==> config.mk <==
export PLATFORM = sky130hd
export DESIGN_NAME = uart
export DESIGN_NICKNAME = d
export VERILOG_FILES = /design/src/rtl/uart.sv
export SDC_FILE = /design/constraint.sdc
export NUM_CORES = 1
export LEC_CHECK = 0
export ABC_AREA = 1
export ABC_CLOCK_PERIOD_IN_PS = 1900
export BUFFER_PORTS_ARGS = -buffer_cell sky130_fd_sc_hd__buf_2
export CAP_MARGIN = 20
export CORE_ASPECT_RATIO = 1.4
export CORE_UTILIZATION = 40
export DETAILED_ROUTE_END_ITERATION = 8
export GPL_TIMING_DRIVEN = 0
export SYNTH_ARGS = -nofsm -noshare
export SYNTH_HDL_FRONTEND = slang
export SYNTH_SLANG_ARGS = --single-unit
export TNS_END_PERCENT = 10
==> constraint.sdc <==
create_clock -name clk -period 1.9 [get_ports clk]
set_input_delay 0.095 -clock clk [delete_from_list [all_inputs] [get_ports clk]]
set_output_delay 0.095 -clock clk [all_outputs]
set_load 0.005 [all_outputs]
==> src/rtl/uart.sv <==
// UART transceiver: shared 16x baud tick generator, 8N1 TX and RX FSMs,
// 2-flop rxd synchronizer.
// Optional even parity bit after data bit 7 when UART_PARITY_EN is defined.
module uart #(
  parameter int CLK_FREQ = 50000000
) (
  input  logic       clk,
  input  logic       rst,
  input  logic [1:0] baud_sel,
  input  logic       enable_baud,
  input  logic       tran_start,
  input  logic [7:0] trans_data,
  input  logic       rxd,
  output logic       txd,
  output logic       tx_busy,
  output logic [7:0] o_data,
  output logic       o_data_valid
);

  function automatic logic [15:0] div_of(input int baud);
    int d;
    d = CLK_FREQ / (16 * baud);
    if (d < 1) d = 1;
    return d[15:0];
  endfunction

  localparam logic [15:0] DIV0 = div_of(9600);
  localparam logic [15:0] DIV1 = div_of(19200);
  localparam logic [15:0] DIV2 = div_of(57600);
  localparam logic [15:0] DIV3 = div_of(115200);

  typedef enum logic [2:0] {
    S_IDLE,
    S_START,
    S_DATA,
`ifdef UART_PARITY_EN
    S_PAR,
`endif
    S_STOP
  } state_t;

  logic [15:0] div, bcnt;
  logic        tick;

  // Divisor follows baud_sel directly; the counter compares against it on every
  // cycle, so a change lands no later than the next reload.
  always_comb begin
    case (baud_sel)
      2'b00:   div = DIV0;
      2'b01:   div = DIV1;
      2'b10:   div = DIV2;
      default: div = DIV3;
    endcase
  end

  assign tick = enable_baud && (bcnt >= div - 16'd1);

  // Baud counter: holds while enable_baud is low, reloads on each tick.
  always_ff @(posedge clk or posedge rst) begin
    if (rst)              bcnt <= '0;
    else if (enable_baud) bcnt <= tick ? 16'd0 : bcnt + 16'd1;
  end

  // ---------------- TX ----------------
  state_t     tx_state, tx_state_n;
  logic [3:0] tx_cnt, tx_cnt_n;
  logic [2:0] tx_bit, tx_bit_n;
  logic [7:0] tx_sh, tx_sh_n;
  logic       txd_n;

  assign tx_busy = (tx_state != S_IDLE);

  // TX next state; txd is registered from the next state so it moves with it.
  always_comb begin
    tx_state_n = tx_state;
    tx_cnt_n   = tx_cnt;
    tx_bit_n   = tx_bit;
    tx_sh_n    = tx_sh;
    if (tx_state == S_IDLE) begin
      if (tran_start) begin
        tx_state_n = S_START;
        tx_sh_n    = trans_data;
        tx_cnt_n   = '0;
        tx_bit_n   = '0;
      end
    end else if (tick) begin
      tx_cnt_n = tx_cnt + 4'd1;
      if (tx_cnt == 4'd15) begin
        case (tx_state)
          S_START: tx_state_n = S_DATA;
          S_DATA: begin
            if (tx_bit == 3'd7) begin
`ifdef UART_PARITY_EN
              tx_state_n = S_PAR;
`else
              tx_state_n = S_STOP;
`endif
            end else begin
              tx_bit_n = tx_bit + 3'd1;
            end
          end
`ifdef UART_PARITY_EN
          S_PAR:   tx_state_n = S_STOP;
`endif
          default: tx_state_n = S_IDLE;
        endcase
      end
    end
    case (tx_state_n)
      S_START: txd_n = 1'b0;
      S_DATA:  txd_n = tx_sh_n[tx_bit_n];
`ifdef UART_PARITY_EN
      S_PAR:   txd_n = ^tx_sh_n;
`endif
      default: txd_n = 1'b1;
    endcase
  end

  // TX state register.
  always_ff @(posedge clk or posedge rst) begin
    if (rst) begin
      tx_state <= S_IDLE;
      tx_cnt   <= '0;
      tx_bit   <= '0;
      tx_sh    <= '0;
      txd      <= 1'b1;
    end else begin
      tx_state <= tx_state_n;
      tx_cnt   <= tx_cnt_n;
      tx_bit   <= tx_bit_n;
      tx_sh    <= tx_sh_n;
      txd      <= txd_n;
    end
  end

  // ---------------- RX ----------------
  logic       rx_s1, rx_s2;
  state_t     rx_state, rx_state_n;
  logic [3:0] rx_cnt, rx_cnt_n;
  logic [2:0] rx_bit, rx_bit_n;
  logic [7:0] rx_sh, rx_sh_n;
  logic [7:0] o_data_n;
  logic       o_data_valid_n;
`ifdef UART_PARITY_EN
  logic       rx_perr, rx_perr_n;
`endif

  // rxd synchronizer, reset to idle-high so release never looks like a start.
  always_ff @(posedge clk or posedge rst) begin
    if (rst) begin
      rx_s1 <= 1'b1;
      rx_s2 <= 1'b1;
    end else begin
      rx_s1 <= rxd;
      rx_s2 <= rx_s1;
    end
  end

  // RX next state: recheck at mid-start, then sample every 16 ticks at bit centre.
  always_comb begin
    rx_state_n     = rx_state;
    rx_cnt_n       = rx_cnt;
    rx_bit_n       = rx_bit;
    rx_sh_n        = rx_sh;
    o_data_n       = o_data;
    o_data_valid_n = 1'b0;
`ifdef UART_PARITY_EN
    rx_perr_n      = rx_perr;
`endif
    if (rx_state == S_IDLE) begin
      if (!rx_s2) begin
        rx_state_n = S_START;
        rx_cnt_n   = '0;
        rx_bit_n   = '0;
      end
    end else if (tick) begin
      rx_cnt_n = rx_cnt + 4'd1;
      case (rx_state)
        S_START: begin
          if (rx_cnt == 4'd7) begin
            rx_cnt_n   = '0;
            rx_state_n = rx_s2 ? S_IDLE : S_DATA;
          end
        end
        S_DATA: begin
          if (rx_cnt == 4'd15) begin
            rx_sh_n[rx_bit] = rx_s2;
            if (rx_bit == 3'd7) begin
`ifdef UART_PARITY_EN
              rx_state_n = S_PAR;
`else
              rx_state_n = S_STOP;
`endif
            end else begin
              rx_bit_n = rx_bit + 3'd1;
            end
          end
        end
`ifdef UART_PARITY_EN
        S_PAR: begin
          if (rx_cnt == 4'd15) begin
            rx_perr_n  = rx_s2 ^ (^rx_sh);
            rx_state_n = S_STOP;
          end
        end
`endif
        S_STOP: begin
          if (rx_cnt == 4'd15) begin
            rx_state_n = S_IDLE;
`ifdef UART_PARITY_EN
            if (rx_s2 && !rx_perr) begin
`else
            if (rx_s2) begin
`endif
              o_data_n       = rx_sh;
              o_data_valid_n = 1'b1;
            end
          end
        end
        default: rx_state_n = S_IDLE;
      endcase
    end
  end

  // RX state register and output byte.
  always_ff @(posedge clk or posedge rst) begin
    if (rst) begin
      rx_state     <= S_IDLE;
      rx_cnt       <= '0;
      rx_bit       <= '0;
      rx_sh        <= '0;
      o_data       <= '0;
      o_data_valid <= 1'b0;
`ifdef UART_PARITY_EN
      rx_perr      <= 1'b0;
`endif
    end else begin
      rx_state     <= rx_state_n;
      rx_cnt       <= rx_cnt_n;
      rx_bit       <= rx_bit_n;
      rx_sh        <= rx_sh_n;
      o_data       <= o_data_n;
      o_data_valid <= o_data_valid_n;
`ifdef UART_PARITY_EN
      rx_perr      <= rx_perr_n;
`endif
    end
  end

endmodule

=== Word level (Yosys, flattened, before mapping) ===
Index checks and enable logic that the tools add are counted.

* $add $sub $neg: 6
* Multipliers: 0
* Divide/modulo/power cells: 0
* $lt $le $gt $ge: 4
* Equality and inequality tests: 21
* Shifts and indexed selects: 0
* Muxes and demuxes: 50
* Bitwise logic cells: 1
* Reduce and logical (&&, ||, !) cells: 16

{| class="wikitable"
|+ Operators by type and width
! operator !! count
|-
| 2-to-1 mux 3 bit || 24
|-
| 2-to-1 mux 4 bit || 8
|-
| case mux 9 bit (3 select lines) || 1
|-
| adder 16 x 1 -> 16 bit, second input constant || 1
|-
| greater-or-equal comparator 16 bit || 1
|-
| 2-to-1 mux 16 bit || 1
|-
| 2-to-1 mux 8 bit || 2
|-
| subtractor 16 x 1 -> 16 bit, second input constant || 1
|-
| equality test 3 x 2 -> 1 bit, second input constant || 4
|-
| != test 3 bit, second input constant || 4
|-
| AND reduction 5 bit || 2
|-
| equality test 3 x 1 -> 1 bit, second input constant || 3
|-
| case mux 3 bit (3 select lines) || 1
|-
| adder 4 x 1 -> 4 bit, second input constant || 2
|-
| bitwise mux 8 bit || 1
|-
| equality test 4 bit, second input constant || 2
|-
| less-than comparator 3 x 4 -> 1 bit, second input constant || 2
|-
| nonzero test 2 bit || 4
|-
| 2-to-1 mux 1 bit || 7
|-
| adder 3 x 1 -> 3 bit, second input constant || 2
|-
| equality test 3 bit, second input constant || 2
|-
| zero test 3 bit || 2
|-
| != test 2 bit, second input constant || 3
|-
| case mux 3 bit (2 select lines) || 1
|-
| 15 further kinds || 17
|}

* Bits in registers: 64
* Latch bits: 0
* Memory bits (writable): 0
* Memory bits (read-only): 0
* Bits of input ports: 15
* Output and inout port bits: 11
* Logic and storage cells: 112
* Memories: 0

=== Depth between registers and ports, before layout ===
* Depth after elaboration: 10
* Gate-level depth with buffers: 23
* Depth with buffers taken out: 23

=== Worst setup path before layout ===
OpenSTA, ideal clock, no wires.

* Kind: in2reg
* Start: input baud_sel[0]
* End: register rx_sh[0]
* Library setup time: 82 ps
* Arrival time: 1903 ps
* Data required time: 1818 ps
* Slack: -85 ps
* Cell stages on the path: 18
* Path buffers: 0
* Path through: inv_1 ha_1 inv_1 ha_1 nand2_1 inv_1 nand2_2 nor2_2 nor2_1 nand2_2 nand2_4 nand2_4 nand2_4 nor2_8 nand3_4 nor2_8 a21oi_1 a31oi_1

* Word-level cells in the longest chain between the ends: 6
* Elaborated cells between the ends (all ways): 8
* Classes of those cells: add/sub (1); order compare (1); eq/ne (2); mux (1); reduce/logical (3)

{| class="wikitable"
|+ Ends and longest elaborated chain
! element !! RTL line !! source
|-
| start, declared || 9 || <nowiki>input logic [1:0] baud_sel,</nowiki>
|-
| equality test 2 bit (tied with other cells) || 48 || <nowiki>case (baud_sel)</nowiki>
|-
| case mux 9 bit (3 select lines) * || 48 ||
|-
| subtractor 16 x 1 -> 16 bit * || 56 || <nowiki>assign tick = enable_baud && (bcnt >= div - 16'd1);</nowiki>
|-
| greater-or-equal comparator 16 bit * || 56 ||
|-
| logical AND 1 bit * || 56 ||
|-
| AND reduction 4 bit (no line) * || - ||
|-
| end signal, assigned || 241 || <nowiki>rx_sh <= rx_sh_n;</nowiki>
|-
| end, declared || 141 || <nowiki>logic [7:0] rx_sh, rx_sh_n;</nowiki>
|}

Mark *: on every way between the ends. The rest lies on a longest branch, timed or not.
A chain may end at the register's enable or synchronous reset.

=== Final worst setup path ===
* Start: register bcnt[7]
* End: register txd

* Elaborated cells between the ends (all ways): 11
* Classes of those cells: order compare (1); eq/ne (2); mux (7); reduce/logical (1)

{| class="wikitable"
|+ RTL lines
! element !! RTL line !! source
|-
| start, declared || 42 || <nowiki>logic [15:0] div, bcnt;</nowiki>
|-
| start signal, assigned || 61 || <nowiki>else if (enable_baud) bcnt <= tick ? 16'd0 : bcnt + 16'd1;</nowiki>
|-
| greater-or-equal comparator 16 bit * || 56 ||
|-
| logical AND 1 bit * || 56 ||
|-
| 2-to-1 mux 3 bit * || 86 || <nowiki>end else if (tick) begin</nowiki>
|-
| 2-to-1 mux 3 bit * || 79 || <nowiki>if (tx_state == S_IDLE) begin</nowiki>
|-
| net tx_state_n[1] || 65 || <nowiki>state_t tx_state, tx_state_n;</nowiki>
|-
| equality test 3 x 2 -> 1 bit or equality test 3 x 1 -> 1 bit (tied branches) || 109 || <nowiki>case (tx_state_n)</nowiki>
|-
| case mux 1 bit (2 select lines) * || 109 ||
|-
| net txd_n || 69 || <nowiki>logic txd_n;</nowiki>
|-
| end signal, assigned || 132 || <nowiki>txd <= txd_n;</nowiki>
|-
| end, declared || 14 || <nowiki>output logic txd,</nowiki>
|}

Mark *: on every way through the listed nets, which the timed path passes. The rest lies on a longest branch. The select of a mux whose other input is x is not followed.

==> flow_summary.ini <==
[outcome]
status = finished with violations
violations = setup timing

[synthesis]
synth_ff_type = dfrtp_1
synthTopCellsByArea = dfrtp_1 (43%), nand2_1 (12%), ha_1 (9.0%)
synth-seq-cells = 63
yosysMostFrequentCell = nand2_1
synthSimpleGateAreaFrac_pct = 27.5
yosysTopAreaCellShare_pct = 43.1
syn_area_per_cell_sq_um = 8.48
synth_compound_area_share_pct = 8.69
synth_top_area_cell = dfrtp_1
netlist_area_sq_um = 3480
yosysSeqAreaShare_pct = 45.4
yosys_warnings = 0
synth-xor-area-share_pct = 2.01
synth-adder-area-share_pct = 8.98
synth_commonest_cells = nand2_1 (107), dfrtp_1 (60), inv_1 (55)
synth_cell_type_count = 39
syn-num-nets = 451
syn_inst = 411
synthMuxAreaShare_pct = 0.287
synthArstFlopShare_pct = 100
synth_edf_count = 0
synth_top_family_by_area = simple AND/OR/NAND/NOR gates

[floorplan]
rows = 39
core_sq_um = 8300
die-area_sq_um = 9090
fp.dieW_um = 80.9
die_h_um = 112
ios = 26
start_util_pct = 42.0

[setup_path]
endpoint_kind = flop
required_ns = 2.16
slowest_stage = dfrtp_1
setup.worst_path.start_class = flop
worstSetupPathType = flop to flop
slowest_delay_ns = 0.41
crit_path_frequent_cell = nand2_1
worst-path-buf-inv = 2
arrival_ns = 2.42
cpLargestDelayFamily = simple AND/OR/NAND/NOR gates
critPathMaxFanout = 5
crit_chain = ha_4 -> nand2_1 -> inv_2 -> nand2_2 -> nor2_2 -> nor2_2 -> nand2_2 -> nand2_4 -> a21oi_4 -> nand2_1 -> o21ai_1 -> o21ai_2 -> inv_1 -> nand2_1 -> a21oi_1 -> nand2_1

[finish]
fin_util_pct = 52.1
num_antenna_cells = 0
fin_nets = 503
drive_gt1_share_pct = 24.1
fin_cells = 570
n_fill_cell = 775
areaGrowthSynthToFinish_pct = 24.1

[power]
leakage_nw = 2.24
power_density_nw_per_um2 = 1130
ir_drop_mv = 0.659

[place]
hpwlAfterDp_mm = 4.73
dp.cells = 539
port_buffers = 25
gp_congestion = 0.751

[cts]
htree_levels = 3
clock_sinks = 63
cts_tree = done
clockRootBuffer = clkbuf_16
clock_path_buffers = 2
cts_buffers = 9
clkSlewWorstSetupHoldPaths_ns = 0.05
clock_latency_ns = 0.33

[global_routing]
gr-total-overflow = 0
grt_pass1_vias = 2829
grt_max_degree = 43
grt_first_pass_wirelength_mm = 11.9
grt_use_total_pct = 17.2
antenna_found_initial = 0

[timing]
finalHoldViolCount = 0
worst_pin_slew_ns = 0.500
fin_crit_ns = 2.16
maxSlewHeadroom_pct = 66.7
worst_slack_ns = -0.260
timing.fmax_mhz = 463
rsz0062_at_grt = yes
setup_violations = 25
finalCritPeriodShare_pct = 114
slew_viol_final = 0
fin_worst_skew_ns = 0.00921

[route]
drt-initial-drc-count = 106
drc = 0
dr.pass1.iters = 4
wire_per_inst_um = 11.8
wirelength_mm = 6.73
via_per_inst = 4.81
num_vias = 2743
drtAntennaViolNets = 0

[flow_run]
drv_cap = 0

[min_path]
hp-class = input pin to flop
[placed cells by master (no fill, tap or decap), drive strengths merged, types with 9 or more instances in the layout]
master | Yosys | routed
a21oi | 16 | 16
inv | 61 | 60
clkbuf | 1 | 14
nor2 | 39 | 39
nand3 | 25 | 25
buf | 2 | 39
o21ai | 24 | 24
ha | 25 | 25
nand2 | 116 | 116
dfrtp | 60 | 60
a31oi | 9 | 9
[worst min-delay path, delay by kind of cell]
family	cells	cell delay [ns]
AOI/OAI and AO/OA	1	0.08
buffers and inverters	2	0.13
[per-stage QoR]
stage | TNS (ns) | area [sq um] | hold slack, ns | worst slack, ns | power (mW)
after floorplan | -1.14 | 3480 | 0.0995 | -0.0852 | 2.76
after global placement | -52.50 | 3740 | 0.199 | -0.590 | 3.01
after detailed placement | -19.18 | 3760 | 0.147 | -0.617 | 3.06
after CTS | -5.67 | 4250 | 0.00596 | -0.291 | 4.88
after global routing | -9.27 | 4320 | 0.0208 | -0.413 | 5.25
final | -4.11 | 4320 | 0.00998 | -0.260 | 4.90
[logic make-up (layout without fill, tap and decap cells)]
logic type,count (synthesis),count (layout)
mux,1,1
other cells,1,1
buf+inv,65,122
simple gates,196,196
flops,63,63
xor+xnor,8,8
fa+ha+maj,25,25
compound gates,52,52
[sequential cells by signal (all words and copies together), names as in the netlist]
signal / cells
txd: 1
rx_cnt: 4
bcnt: 16
rx_s1: 1
tx_sh: 8
tx_state: 3
tx_bit: 3
o_data: 8
o_data_valid: 1
tx_cnt: 4
rx_bit: 3
rx_state: 2
rx_sh: 8
rx_s2: 1
[per-layer routing]
metal | vias up | part of all wire, % | global-route usage, %
met5 | - | 0 | 0
met4 | 0 | 1.3 | 7.02
met3 | 6 | 2.5 | 5.37
met2 | 18 | 52 | 29.5
met1 | 1297 | 44 | 19.2
li1 | 1422 | - | -
[power by group]
| part | internal, mW | leakage, nW | switching, mW |
|---|---|---|---|
| logic | 0.601 | 1.26 | 0.900 |
| clock network | 1.08 | 0.146 | 0.562 |
| registers | 1.58 | 0.832 | 0.167 |
| total | 3.27 | 2.24 | 1.63 |
[worst paths after layout]
check | start | depth (start not counted) | slack, ns | end
max in group asynchronous | rst | 4 | 0.92 | txd
min in group asynchronous | rst | 3 | 0.33 | o_data[2]
worst min-delay path | trans_data[2] | 3 | 0.01 | tx_sh[2]
worst max-delay path | bcnt[7] | 16 | -0.26 | txd
worst max register to register | bcnt[7] | 16 | -0.26 | txd
worst min register to register | rx_s1 | 0 | 0.35 | rx_s2
[what timing repair did]
item                       4_1_cts  5_1_grt
hold endpoints to repair        22        0
hold buffers                     4        0
gates resized for setup         15       19
gates cloned                     0        0
setup endpoints to repair       42       45
pin swaps                       13       14
setup buffers                   10        1
[area by class of cell]
type                       instances  area, sq um  share of cell area [%]
sequential                        63         1580                    36.6
multi-input combinational        283         1770                    41.0
inverter                          62          240                    5.56
timing repair buffer              41          284                    6.57
clock buffer                      13          260                    6.02
tap                              102          128                    2.95
buffer                             3         16.3                   0.376
clock inverter                     3         42.5                   0.984
No activity file was read; power rests on OpenSTA's default activity.
